==> config.mk <==
export PLATFORM = sky130hd
export DESIGN_NAME = packet_frame_ctrl
export DESIGN_NICKNAME = d
export VERILOG_FILES = /design/src/rtl/packet_frame_ctrl.sv
export SDC_FILE = /design/constraint.sdc
export NUM_CORES = 1
export LEC_CHECK = 0
export CORE_MARGIN = 2
export CORE_UTILIZATION = 40
export CTS_CLUSTER_DIAMETER = 30
export DETAILED_ROUTE_END_ITERATION = 7
export GPL_TIMING_DRIVEN = 0
export SKIP_LAST_GASP = 1
export SLEW_MARGIN = 20
export SYNTH_ARGS = -nofsm -noshare
export SYNTH_HDL_FRONTEND = slang
export SYNTH_SLANG_ARGS = --single-unit
==> constraint.sdc <==
create_clock -name clk -period 2.59 [get_ports clk]
set_input_delay 0.3885 -clock clk [delete_from_list [all_inputs] [get_ports clk]]
set_output_delay 0.3885 -clock clk [all_outputs]
set_load 0.005 [all_outputs]
==> src/rtl/packet_frame_ctrl.sv <==
// packet_frame_ctrl: packs UART bytes from the eDVS receiver into 32-bit
// SpiNNaker event packets, guards the inter-byte gap with a timeout and
// queues finished packets in a small first-word-fall-through FIFO.
//
// state   | meaning
// --------+-----------------------------------------------------------
// IDLE    | waiting for the first byte of a packet
// COLLECT | packet in progress, inter-byte timer running
// COMMIT  | one cycle: push assembled word to FIFO or count it dropped
module packet_frame_ctrl #(
  parameter int BYTES_PER_PKT = 4,
  parameter int TIMEOUT_CYC   = 1024,
  parameter int FIFO_DEPTH    = 4,
  parameter bit MSB_FIRST     = 1'b1
) (
  input  logic                          clk,
  input  logic                          reset,
  input  logic                          byte_vld,
  input  logic [7:0]                    byte_data,
  input  logic                          frame_err,
  output logic                          pkt_valid,
  output logic [31:0]                   pkt_data,
  input  logic                          pkt_ready,
  output logic [$clog2(FIFO_DEPTH):0]   fifo_level,
  output logic [7:0]                    drop_cnt,
  output logic                          resync,
  output logic                          busy
);

  localparam int TW = $clog2(TIMEOUT_CYC);
  localparam int CW = $clog2(BYTES_PER_PKT);
  localparam int PW = $clog2(FIFO_DEPTH);
  localparam int LW = PW + 1;
  localparam logic [TW-1:0] TO_LAST  = TW'(TIMEOUT_CYC - 1);
  localparam logic [CW-1:0] CNT_LAST = CW'(BYTES_PER_PKT - 1);

  typedef enum logic [1:0] {S_IDLE, S_COLLECT, S_COMMIT} state_t;

  state_t          state_q, state_d;
  logic [CW-1:0]   cnt_q;
  logic [TW-1:0]   timer_q;
  logic [31:0]     word_q, word_shift;
  logic            accept, discard, commit;

  logic [31:0]     mem [FIFO_DEPTH];
  logic [PW-1:0]   wr_ptr_q, rd_ptr_q, rd_nxt;
  logic [LW-1:0]   level_q, level_d;
  logic            pop, push, full, drop;
  logic [31:0]     head_d;

  // the shift direction decides which end of the word the first byte lands in
  assign word_shift = MSB_FIRST ? {word_q[23:0], byte_data} : {byte_data, word_q[31:8]};
  assign busy       = (state_q != S_IDLE);
  assign fifo_level = level_q;

  // next-state decode; a byte in the timeout cycle wins over the timeout
  always_comb begin
    state_d = state_q;
    accept  = 1'b0;
    discard = 1'b0;
    commit  = (state_q == S_COMMIT);
    case (state_q)
      S_IDLE: begin
        if (byte_vld && !frame_err) begin
          accept  = 1'b1;
          state_d = S_COLLECT;
        end
      end
      S_COLLECT: begin
        if (byte_vld) begin
          if (frame_err) begin
            discard = 1'b1;
            state_d = S_IDLE;
          end else begin
            accept = 1'b1;
            if (cnt_q == CNT_LAST) state_d = S_COMMIT;
          end
        end else if (timer_q == TO_LAST) begin
          discard = 1'b1;
          state_d = S_IDLE;
        end
      end
      S_COMMIT: begin
        if (byte_vld && !frame_err) begin
          accept  = 1'b1;
          state_d = S_COLLECT;
        end else begin
          state_d = S_IDLE;
        end
      end
      default: state_d = S_IDLE;
    endcase
  end

  // FSM state, byte counter, inter-byte timer and word assembly
  always_ff @(posedge clk or negedge reset) begin
    if (!reset) begin
      state_q <= S_IDLE;
      cnt_q   <= '0;
      timer_q <= '0;
      word_q  <= '0;
      resync  <= 1'b0;
    end else begin
      state_q <= state_d;
      resync  <= discard;
      if (accept) word_q <= word_shift;
      if (state_d == S_IDLE) begin
        cnt_q   <= '0;
        timer_q <= '0;
      end else if (accept) begin
        timer_q <= '0;
        cnt_q   <= (state_q == S_COLLECT) ? cnt_q + CW'(1) : CW'(1);
      end else begin
        timer_q <= timer_q + TW'(1);
      end
    end
  end

  // FIFO control; a pop in the commit cycle frees room in a full FIFO
  always_comb begin
    pop     = pkt_valid && pkt_ready;
    full    = (level_q == LW'(FIFO_DEPTH));
    push    = commit && (!full || pop);
    drop    = commit && !push;
    rd_nxt  = rd_ptr_q + PW'(1);
    level_d = level_q;
    if (push && !pop)      level_d = level_q + LW'(1);
    else if (pop && !push) level_d = level_q - LW'(1);
    head_d = pkt_data;
    if (pop) begin
      if (level_q > LW'(1)) head_d = mem[rd_nxt];
      else if (push)        head_d = word_q;
    end else if (level_q == '0 && push) begin
      head_d = word_q;
    end
  end

  // packet storage
  always_ff @(posedge clk) begin
    if (push) mem[wr_ptr_q] <= word_q;
  end

  // pointers, level, registered head and drop counter
  always_ff @(posedge clk or negedge reset) begin
    if (!reset) begin
      wr_ptr_q  <= '0;
      rd_ptr_q  <= '0;
      level_q   <= '0;
      pkt_valid <= 1'b0;
      pkt_data  <= '0;
      drop_cnt  <= '0;
    end else begin
      if (push) wr_ptr_q <= wr_ptr_q + PW'(1);
      if (pop)  rd_ptr_q <= rd_nxt;
      level_q   <= level_d;
      pkt_valid <= (level_d != '0);
      pkt_data  <= head_d;
      if (drop && drop_cnt != 8'hFF) drop_cnt <= drop_cnt + 8'd1;
    end
  end

endmodule

# Word level (Yosys, flattened, before mapping)
# Memories as Yosys holds them, arrays and structs flattened.
# Cells that the tools add are included.
# Widths: inputs -> output; s select.
[totals] inputBits=13 wordCells=77 ram_bits=128 regBits=95 mem_count=1
[op_classes] n_eq_ne=7 muxes=28 add_sub_neg=7 n_lt_le_gt_ge=1 reduce_logical=22
[memory_table] name="mem" words=4 word_bits=32 read_ports=1 rd_ports_with_merged_regs=0 wr=1 line="45" rtl="logic [31:0] mem [FIFO_DEPTH];"
[op_table] cell="$mux 32" n=4
[op_table] cell="$mux 10" n=2
[op_table] cell="$mux 2" n=8
[op_table] cell="$add 10x1->10 const B" n=1
[op_table] cell="$eq 10x10->1 const B" n=1
[op_table] cell="$mux 1" n=10
[op_table] cell="$add 8x1->8 const B" n=1
[op_table] cell="$logic_and 1x1->1" n=8
[op_table] cell="$ne 8x8->1 const B" n=1
[op_table] cell="$add 2x1->2 const B" n=3
[op_table] cell="$mux 3" n=2
[op_table] cell="$pmux 2 s3" n=1
[op_table] cell="$reduce_bool 2->1" n=3
[op_table] cell="$eq 2x2->1 const B" n=2
[op_table] cell="$logic_not 1->1" n=4
[op_table] cell="$logic_not 2->1" n=2
[op_table] cell="$add 3x1->3 const B" n=1
[op_table] cell="$eq 3x3->1 const B" n=1
[op_table] cell="$gt 3x1->1 const B" n=1
[op_table] cell="$logic_not 3->1" n=1
[op_table] cell="$ne 3x1->1 const B" n=1
[op_table] cell="$reduce_bool 3->1" n=1
[op_table] cell="$sub 3x1->3 const B" n=1
[op_table] cell="$eq 2x1->1 const B" n=1
[op_table] cell="4 further kinds" n=4

# Logic depth before layout (Yosys ltp)
# Gate-level depths: netlist (run 1).
[depth] word_depth=9 depth_mapped=7

# Worst setup path after synthesis (run 1)
# No wires, ideal clock.
[synth_path] path_type="reg-to-reg" from="reg level_q[0], in the netlist fifo_level[0]" to="mem mem[2][0] (enable)" arrival_time_ns=1.992 setup_slack_ns=0.206 path_stages_with_launch=5 required_time_ns=2.198 setup_time_ns=0.392 path_buffers=0 period_less_slack_ns=2.384 cell_sequence="dfrtp_1 inv_1 ha_1 a31oi_1 and2_1"
[synth_via] elab_chain_len=6
[synth_rtl] item="start, declared" line="47" rtl="logic [LW-1:0] level_q, level_d;"
[synth_rtl] item="start signal, assigned" line="155" rtl="level_q <= level_d;"
[synth_rtl] item="$eq 3x3->1" line="122" rtl="full = (level_q == LW'(FIFO_DEPTH));"
[synth_rtl] item="$logic_not 1->1" line="123" rtl="push = commit && (!full || pop);"
[synth_rtl] item="$logic_or 1x1->1" line="123"
[synth_rtl] item="$logic_and 1x1->1" line="123"
[synth_rtl] item="$mux 1" line="140" rtl="if (push) mem[wr_ptr_q] <= word_q;"
[synth_rtl] item="$mux 1 (implied by the code)" line="140"
[synth_rtl] item="end, declared" line="45"
# Every way passes these cells.

# Final worst setup path (run 1)
[layout_path] from="reg level_q[1], in the netlist fifo_level[1]" to="mem mem[2][1] (enable)"
# The elaborated chain is that of the path after synthesis.

==> results of run 1 <==
## final cells by class
cell class / instances / area (µm²) / share of cell area
Multi-Input combinational cell: 285 / 2570 / 0.224
Clock inverter: 21 / 287 / 0.0250
Clock buffer: 54 / 1150 / 0.100
Tap cell: 280 / 350 / 0.0305
Buffer: 23 / 163 / 0.0142
Sequential cell: 223 / 6220 / 0.542
Timing Repair Buffer: 64 / 699 / 0.0610
Inverter: 9 / 33.8 / 0.00295
## metal layers
metal / GRT usage / up-vias
met1: 0.220 / 2602
met5: 0 / -
met3: 0.0364 / 33
li1: - / 2275
met4: 0.0512 / 0
met2: 0.276 / 119
## worst paths after layout
path,start,endpoint,slack (ps),cells after the start
hold / removal,reset,pkt_data[27],320,2
setup reg to reg,fifo_level[1],mem[2][1],290,5
max in group asynchronous,reset,word_q[5],1600,3
min in group clk,byte_data[4],word_q[4],480,2
setup / recovery,fifo_level[1],mem[2][1],290,5
hold reg to reg,timer_q[0],timer_q[0],490,1
## flip-flops by register name, summed over array words and instances, names as in the netlist
| name | flops |
|---|---|
| mem | 128 |
| pkt_data | 32 |
| word_q | 32 |
| timer_q | 10 |
| drop_cnt | 8 |
| fifo_level | 3 |
| cnt_q | 2 |
| rd_ptr_q | 2 |
| state_q | 2 |
| wr_ptr_q | 2 |
| pkt_valid | 1 |
| resync | 1 |
## cell families (layout without fill, tap and decap cells)
kind of cell,count (synthesis),after routing
compound gates,60,60
xor+xnor,17,17
fa+ha+maj,11,11
buf+inv,32,171
flops,223,223
mux,97,97
simple gates,100,100
## worst reg2reg max path: cells and delay by family, from the launching register on
family	cells	cell delay, ps
flops	1	490
buf+inv	2	390
fa+ha+maj	1	280
simple gates	1	460
compound gates	1	370
## power groups by stage
stage               sequential, W  combinational, W  clock (W)
detailed placement        0.00496           0.00259          0
finish                    0.00489           0.00254    0.00549
floorplan                 0.00478           0.00154          0
global route              0.00497           0.00279    0.00575
CTS                       0.00491           0.00260    0.00559
global placement          0.00493           0.00252          0
## per-stage QoR
stage | cells | power (W) | util | TNS [ps] | hold WS (ps)
6_report | 959 | 0.0129 | 0.522 | 0 | 319
5_1_grt | 959 | 0.0135 | 0.522 | 0 | 341
4_1_cts | 959 | 0.0131 | 0.522 | 0 | 318
3_5_place_dp | 883 | 0.00755 | 0.456 | -10580 | 284
3_3_place_gp | 878 | 0.00744 | 0.451 | -381930 | 462
2_1_floorplan | 540 | 0.00632 | - | 0 | 92.9
## layout by cell type, fill, tap and decap left out, types with 10 or more instances in the layout
cell type,count
edfxtp_1,128
nor2_1,44
a21oi_1,36
dfrtp_1,95
nand2_1,10
clkbuf_1,16
ha_1,11
xnor2_1,12
nand3_1,10
mux2_2,14
clkbuf_16,43
mux2_1,19
clkdlybuf4s50_1,57
mux4_2,32
mux2i_1,32
## repair_timing
| item | in CTS | in global routing |
|---|---|---|
| buffers inserted | 0 | 0 |
| endpoints found under the setup margin | 0 | 91 |
| gates resized for setup | 0 | 1 |
| endpoints found under the hold margin | 25 | 0 |
| hold buffers | 1 | 0 |
==> results.toml, run 1 <==
[clocking]
insertion_delay_ps = 510
cts_buffer_depth = 3
cts_tree = "done"
clock_sinks = 223
clockRootBuffer = "clkbuf_16"
cts_buffers = 41
path_clk_slew_ps = 50
htreeDepth = 2

[worst_setup_path]
path_buf_inv = 2
critical_path_class = "reg2reg"
worstPathRequired_ps = 2780
crit_path_top_delay_cell = "dfrtp_1"
max_stage_delay_ps = 490
path_delay_family = "flip-flops"
cp_data_arrival_time_ps = 2490
endpoint_kind = "flip-flop"
path_cells = "inv_1 -> ha_1 -> a31oi_2 -> and2_2 -> buf_12"
crit_fanout = 22
cp-start-kind = "flip-flop"

[synth]
synth_area_mm2 = 0.00898
synth_top_cell_by_area = "edfxtp_1"
syn_nets = 564
synth_top_area_share = 0.428
seq_area_frac_synth = 0.693
ys_types = 45
syn_avg_cell_area_um2 = 16.6
postSynth.asyncResetShare = 0.426
synth_mux_area_frac = 0.157
synth_fa_ha_area_frac = 0.0153
synth-simple-area-share = 0.0562
ys_seq_elements = 223
synth_most_common_cell = "edfxtp_1"
synth_enable_flop_cells = 128
ys.flop_type = "edfxtp_1"
synthTopCellsByArea = "edfxtp_1 (43%), dfrtp_1 (26%), mux4_2 (8.0%), mux2i_1 (3.6%), mux2_1 (2.4%)"
synth-compound-area-share = 0.0396
synthCells = 540
ys_warn_count = 0
synthTopCellsByCount = "edfxtp_1 (128), dfrtp_1 (95), nor2_1 (44)"
synth_top_family_by_area = "multiplexers"
synth_xor_xnor_area_share = 0.0166

[drt]
met2_length_um = 9470
remaining_drc_errors = 0
finalWirelength_um = 18900
top_layer_used = "met4"
dr.pass1.iters = 4
via_per_inst = 5.24
route.met3.wl_um = 931
wl_per_cell_um = 19.7
drtAntennaViolNets = 0
drt-met1-wl_um = 8180
vias = 5029
first_iter_violations = 204

[min_path]
hp-class = "in2async"

[placed_design]
dp_slack_ps = -142
place_congestion = 0.774
placed_cell_area_mm2 = 0.0100
dp_hpwl_um = 11600
io_buffers = 58

[layout]
syn_to_final_growth_pct = 27.8
nFillCells = 1773
final_area_mm2 = 0.0115
diodes = 0
fin_nets = 671
layout-drive-gt1-share = 0.214

[flow_run]
cap_violations = 0

[sta]
min_period_ps = 2300
finalSetupViolCount = 0
fmax_mhz = 435
fin_crit_sh = 0.888
finalHoldViolCount = 0
clock_skew_ps = 19.0
worst_slack_ps = 290
slew_headroom = 0.459
slew_violations = 0
rsz0062_at_grt = "false"
worst_slew_pin_slew_ps = 812

[power_and_ir_drop]
p_sw_frac = 0.264
seqPwrFrac = 0.379
power_density_mw_per_mm2 = 1130
switchingPower_w = 0.00341
pwr-share-clk = 0.425
vdd_drop_max_v = 0.000513
power.static_leakage_nw = 4.53
combPwrFrac = 0.197
power.internal_w = 0.00951

[global_route]
overflow = 0
grt_pass1_wl_um = 30100
grt_start_max_net_pins = 71
track_usage = 0.166
first_global_vias = 5361
antenna_found_initial = 0

[floorplan]
die_width_um = 154
core-area_mm2 = 0.0220
die_h_um = 154
rows = 54
ioPinCount = 59
initial_core_util = 0.409
die_area_mm2 = 0.0237

[outcome]
status = "complete, no violations"
(Power assumes the default switching activity.)
==> run 2: changes to the inputs <==
Settings changed: GPL_TIMING_DRIVEN 0 to not set.
==> results.toml, run 2 (synthesized netlist as in run 1, its figures left out) <==
[worst_setup_path]
crit_path_top_delay_cell = "a31oi_1"
endpoint_kind = "flip-flop"
max_stage_delay_ps = 510
cp_data_arrival_time_ps = 2380
crit_fanout = 12
critical_path_class = "reg2reg"
worstPathRequired_ps = 2780
cp-start-kind = "flip-flop"
path_cells = "inv_1 -> ha_1 -> a31oi_1 -> and2_1 -> buf_4"

[drt]
finalWirelength_um = 17500
wl_per_cell_um = 18.3
first_iter_violations = 262
route.met3.wl_um = 784
remaining_drc_errors = 0
dr.pass1.iters = 5
via_per_inst = 5.14
top_layer_used = "met4"
drt-met1-wl_um = 7780
drtAntennaViolNets = 0
met2_length_um = 8500
vias = 4897

[clocking]
clockRootBuffer = "clkbuf_16"
cts_buffers = 43
cts_tree = "done"
cts_buffer_depth = 3
path_clk_slew_ps = 50
htreeDepth = 2
cts_resized = 0
insertion_delay_ps = 510
clock_sinks = 223
postCtsSetupBuffers = 0
holdBufCountCts = 1

[flow_run]
cap_violations = 0

[layout]
reg_top3 = "mem x128, pkt_data x32, word_q x32"
largest_reg_flops = 128
final_area_mm2 = 0.0115
layout_commonest_cell = "edfxtp_1"
syn_to_final_growth_pct = 28.0
diodes = 0
fin_nets = 662
final_cell_mix = "edfxtp_1 (128), dfrtp_1 (94), clkdlybuf4s50_1 (57)"
top_register = "mem"
layout-drive-gt1-share = 0.214

[floorplan]
die_width_um = 154
ioPinCount = 59
core-area_mm2 = 0.0220
initial_core_util = 0.409
die_area_mm2 = 0.0237
die_h_um = 154
rows = 54

[outcome]
status = "complete, no violations"

[placed_design]
place_congestion = 0.771
io_buffers = 58
placed_cell_area_mm2 = 0.00999
dp_hpwl_um = 10500

[sta]
fin_crit_sh = 0.843
rsz0062_at_grt = "false"
fmax_mhz = 458
tns_ps = 0
min_period_ps = 2180
finalHoldViolCount = 0
finalSetupViolCount = 0
slew_headroom = 0.552
holdWs_ps = 313
slew_violations = 0
clock_skew_ps = 14.8
worst_slew_pin_slew_ps = 670

[power_and_ir_drop]
power_density_mw_per_mm2 = 1130
vdd_drop_max_v = 0.000495
power.static_leakage_nw = 4.53
p_total_w = 0.0129

[global_route]
track_usage = 0.155
first_global_vias = 5241
grt_pass1_wl_um = 28800
antenna_found_initial = 0
overflow = 0
grt_start_max_net_pins = 47

[min_path]
hp-class = "in2async"
[run 2: changes by cell type in the layout (fill, tap and decap cells not counted), sizes merged]
| cell | delta |
|---|---|
| clkinvlp | +1 |
| clkbuf | -14 |
| clkinv | +7 |
| inv | +3 |
| buf | -3 |
| bufinv | -1 |
[run 2: layout make-up]
type,instances,area (µm²)
Clock buffer,48,1140
Clock inverter,31,350
Fill cell,1779,10500
Inverter,9,33.8
Multi-Input combinational cell,285,2570
Sequential cell,223,6220
Tap cell,280,350
Timing Repair Buffer,76,828
[run 2: final timing paths]
path                                from    endpoint  slack [ps]  cells after the start
setup / recovery           fifo_level[1]   mem[0][3]         410                      5
max in group asynchronous          reset  word_q[12]        1540                      3
setup reg to reg           fifo_level[1]   mem[0][3]         410                      5
hold / removal                     reset  word_q[24]         310                      2
hold reg to reg               timer_q[0]  timer_q[0]         490                      1
min in group clk            byte_data[1]   word_q[1]         470                      2
[run 2: layer usage]
metal / GRT usage / vias to the layer above
met5: 0 / -
met4: 0.0556 / 0
met3: 0.0378 / 39
met2: 0.255 / 104
met1: 0.202 / 2483
li1: - / 2271
[run 2: worst max-delay path: cells and delay by family (launching register included)]
| family | cells | cell delay, ps |
|---|---|---|
| compound gates | 1 | 510 |
| flops | 1 | 460 |
| buf+inv | 2 | 360 |
| fa+ha+maj | 1 | 250 |
| simple gates | 1 | 280 |
[run 2: report_power, final]
group          internal [W]  switching, W  leakage, nW
logic               0.00142      0.000990         1.51
clock network       0.00371       0.00187        0.721
registers           0.00438      0.000577         2.30
total               0.00951       0.00343         4.53
[run 2: per-stage QoR]
step / setup slack, ps / utilization / cells
finish: 405 / 0.523 / 952
global placement: 342 / 0.455 / 872
detailed placement: 278 / 0.455 / 872
global route: 249 / 0.523 / 952
floorplan: 206 / - / 540
CTS: 400 / 0.523 / 952
==> run 3: changes to the inputs <==
Clock period 2.59 ns to 2 ns, I/O delays scaled along.
==> results.toml, run 3 (synthesized netlist as in run 1, its figures left out) <==
[outcome]
status = "complete, no violations"

[worst_setup_path]
worstRegToRegCells = 6
path_cells = "clkdlybuf4s50_1"
path_buf_inv = 1
r2r_slack_ps = 160
endpoint_kind = "primary output"
cp_data_arrival_time_ps = 1630
crit_fanout = 7
max_stage_delay_ps = 600
r2r-end = "mem[0][0]"
reg2reg_from = "state_q[0]"
path_delay_family = "buffers and inverters"
cp-start-kind = "flip-flop"
critical_path_class = "reg2out"
worstPathRequired_ps = 1700
crit_path_top_delay_cell = "clkdlybuf4s50_1"

[power_and_ir_drop]
p_sw_frac = 0.268
seqPwrFrac = 0.377
pwr-share-clk = 0.422
vdd_drop_max_v = 0.000678
power.internal_w = 0.0123
power_density_mw_per_mm2 = 1440
combPwrFrac = 0.201
switchingPower_w = 0.00449
power.static_leakage_nw = 4.62

[global_route]
grt_start_max_net_pins = 51
overflow = 0
grt_pass1_wl_um = 29800
antenna_found_initial = 0
first_global_vias = 5508
track_usage = 0.160

[placed_design]
placed_cell_area_mm2 = 0.0101
io_buffers = 58
placedCellCount = 886
place_congestion = 0.805
dp_hpwl_um = 11300

[drt]
drtAntennaViolNets = 0
first_iter_violations = 361
wl_per_cell_um = 18.4
vias = 5013
dr.pass1.iters = 4
finalWirelength_um = 17900
via_per_inst = 5.16
remaining_drc_errors = 0

[min_path]
hp-class = "in2async"

[sta]
fin_crit_sh = 0.964
clock_skew_ps = 14.9
worst_slew_pin_slew_ps = 411
rsz0062_at_grt = "false"
min_period_ps = 1930
slew_headroom = 0.725
holdWs_ps = 210
slew_violations = 0
finalHoldViolCount = 0
finalSetupViolCount = 0
fmax_mhz = 519

[clocking]
clock_sinks = 223
clockRootBuffer = "clkbuf_16"
cts_tree = "done"
cts_buffers = 44
htreeDepth = 2
insertion_delay_ps = 530
cts_buffer_depth = 3
path_clk_slew_ps = 40

[layout]
top_register = "mem"
layout-drive-gt1-share = 0.247
final_area_mm2 = 0.0116
fin_util = 0.530
fin_nets = 679
layout.cells.non_filler = 971
syn_to_final_growth_pct = 29.7
diodes = 0
final_cell_mix = "edfxtp_1 (128), dfrtp_1 (92), clkdlybuf4s50_1 (56)"
reg_top3 = "mem x128, pkt_data x32, word_q x32"
layout_commonest_cell = "edfxtp_1"
largest_reg_flops = 128

[floorplan]
core-area_mm2 = 0.0220
initial_core_util = 0.409
die_h_um = 154
rows = 54
die_width_um = 154
die_area_mm2 = 0.0237
ioPinCount = 59

[flow_run]
cap_violations = 0
==> run 3: cell type report <==
type,instances,area [µm²]
tap,280,350
timing repair buffer,92,988
clock inverter,31,315
fill,1739,10300
inverter,9,33.8
sequential,223,6220
clock buffer,51,1160
multi-input combinational,285,2570
==> run 3: how the worst max path moves through the flow <==
| stage | startpoint | end | cells after the start |
|---|---|---|---|
| floorplan | fifo_level[0] | mem[0][0] | 4 |
| detailed placement | pkt_ready | mem[1][27] | 6 |
| CTS | state_q[1] | busy | 2 |
| finish | fifo_level[2] | fifo_level[2] | 1 |
| global placement | pkt_ready | mem[1][24] | 6 |
| global route | fifo_level[2] | fifo_level[2] | 1 |
==> run 3: timing repair <==
action | in CTS | in global routing
endpoints found under the hold margin | 17 | 0
gates resized for setup | 2 | 2
setup buffers | 2 | 0
setup endpoints to repair | 1 | 45
hold buffers | 1 | 0
==> run 3: per-layer routing <==
metal	track usage	up-vias	routed length [µm]
met5	0	-	0
met4	0.0516	0	327
met3	0.0395	34	956
met2	0.262	138	8860
met1	0.211	2552	7750
li1	-	2289	-
==> run 3: power groups by stage <==
stage                     registers (W)  logic, W  clock network, W
after floorplan                 0.00619   0.00199                 0
after global placement          0.00638   0.00334                 0
after detailed placement        0.00643   0.00339                 0
after CTS                       0.00635   0.00343           0.00721
after global routing            0.00643   0.00369           0.00748
final                           0.00633   0.00336           0.00708
==> run 3: per-stage QoR <==
step           worst slack [ps]  power (W)  setup TNS (ps)
3_5_place_dp               5.70    0.00982               0
4_1_cts                    25.5     0.0170               0
5_1_grt                    7.47     0.0176               0
6_report                   71.8     0.0168               0
2_1_floorplan             -62.1    0.00818           -7950
3_3_place_gp               1.88    0.00972               0
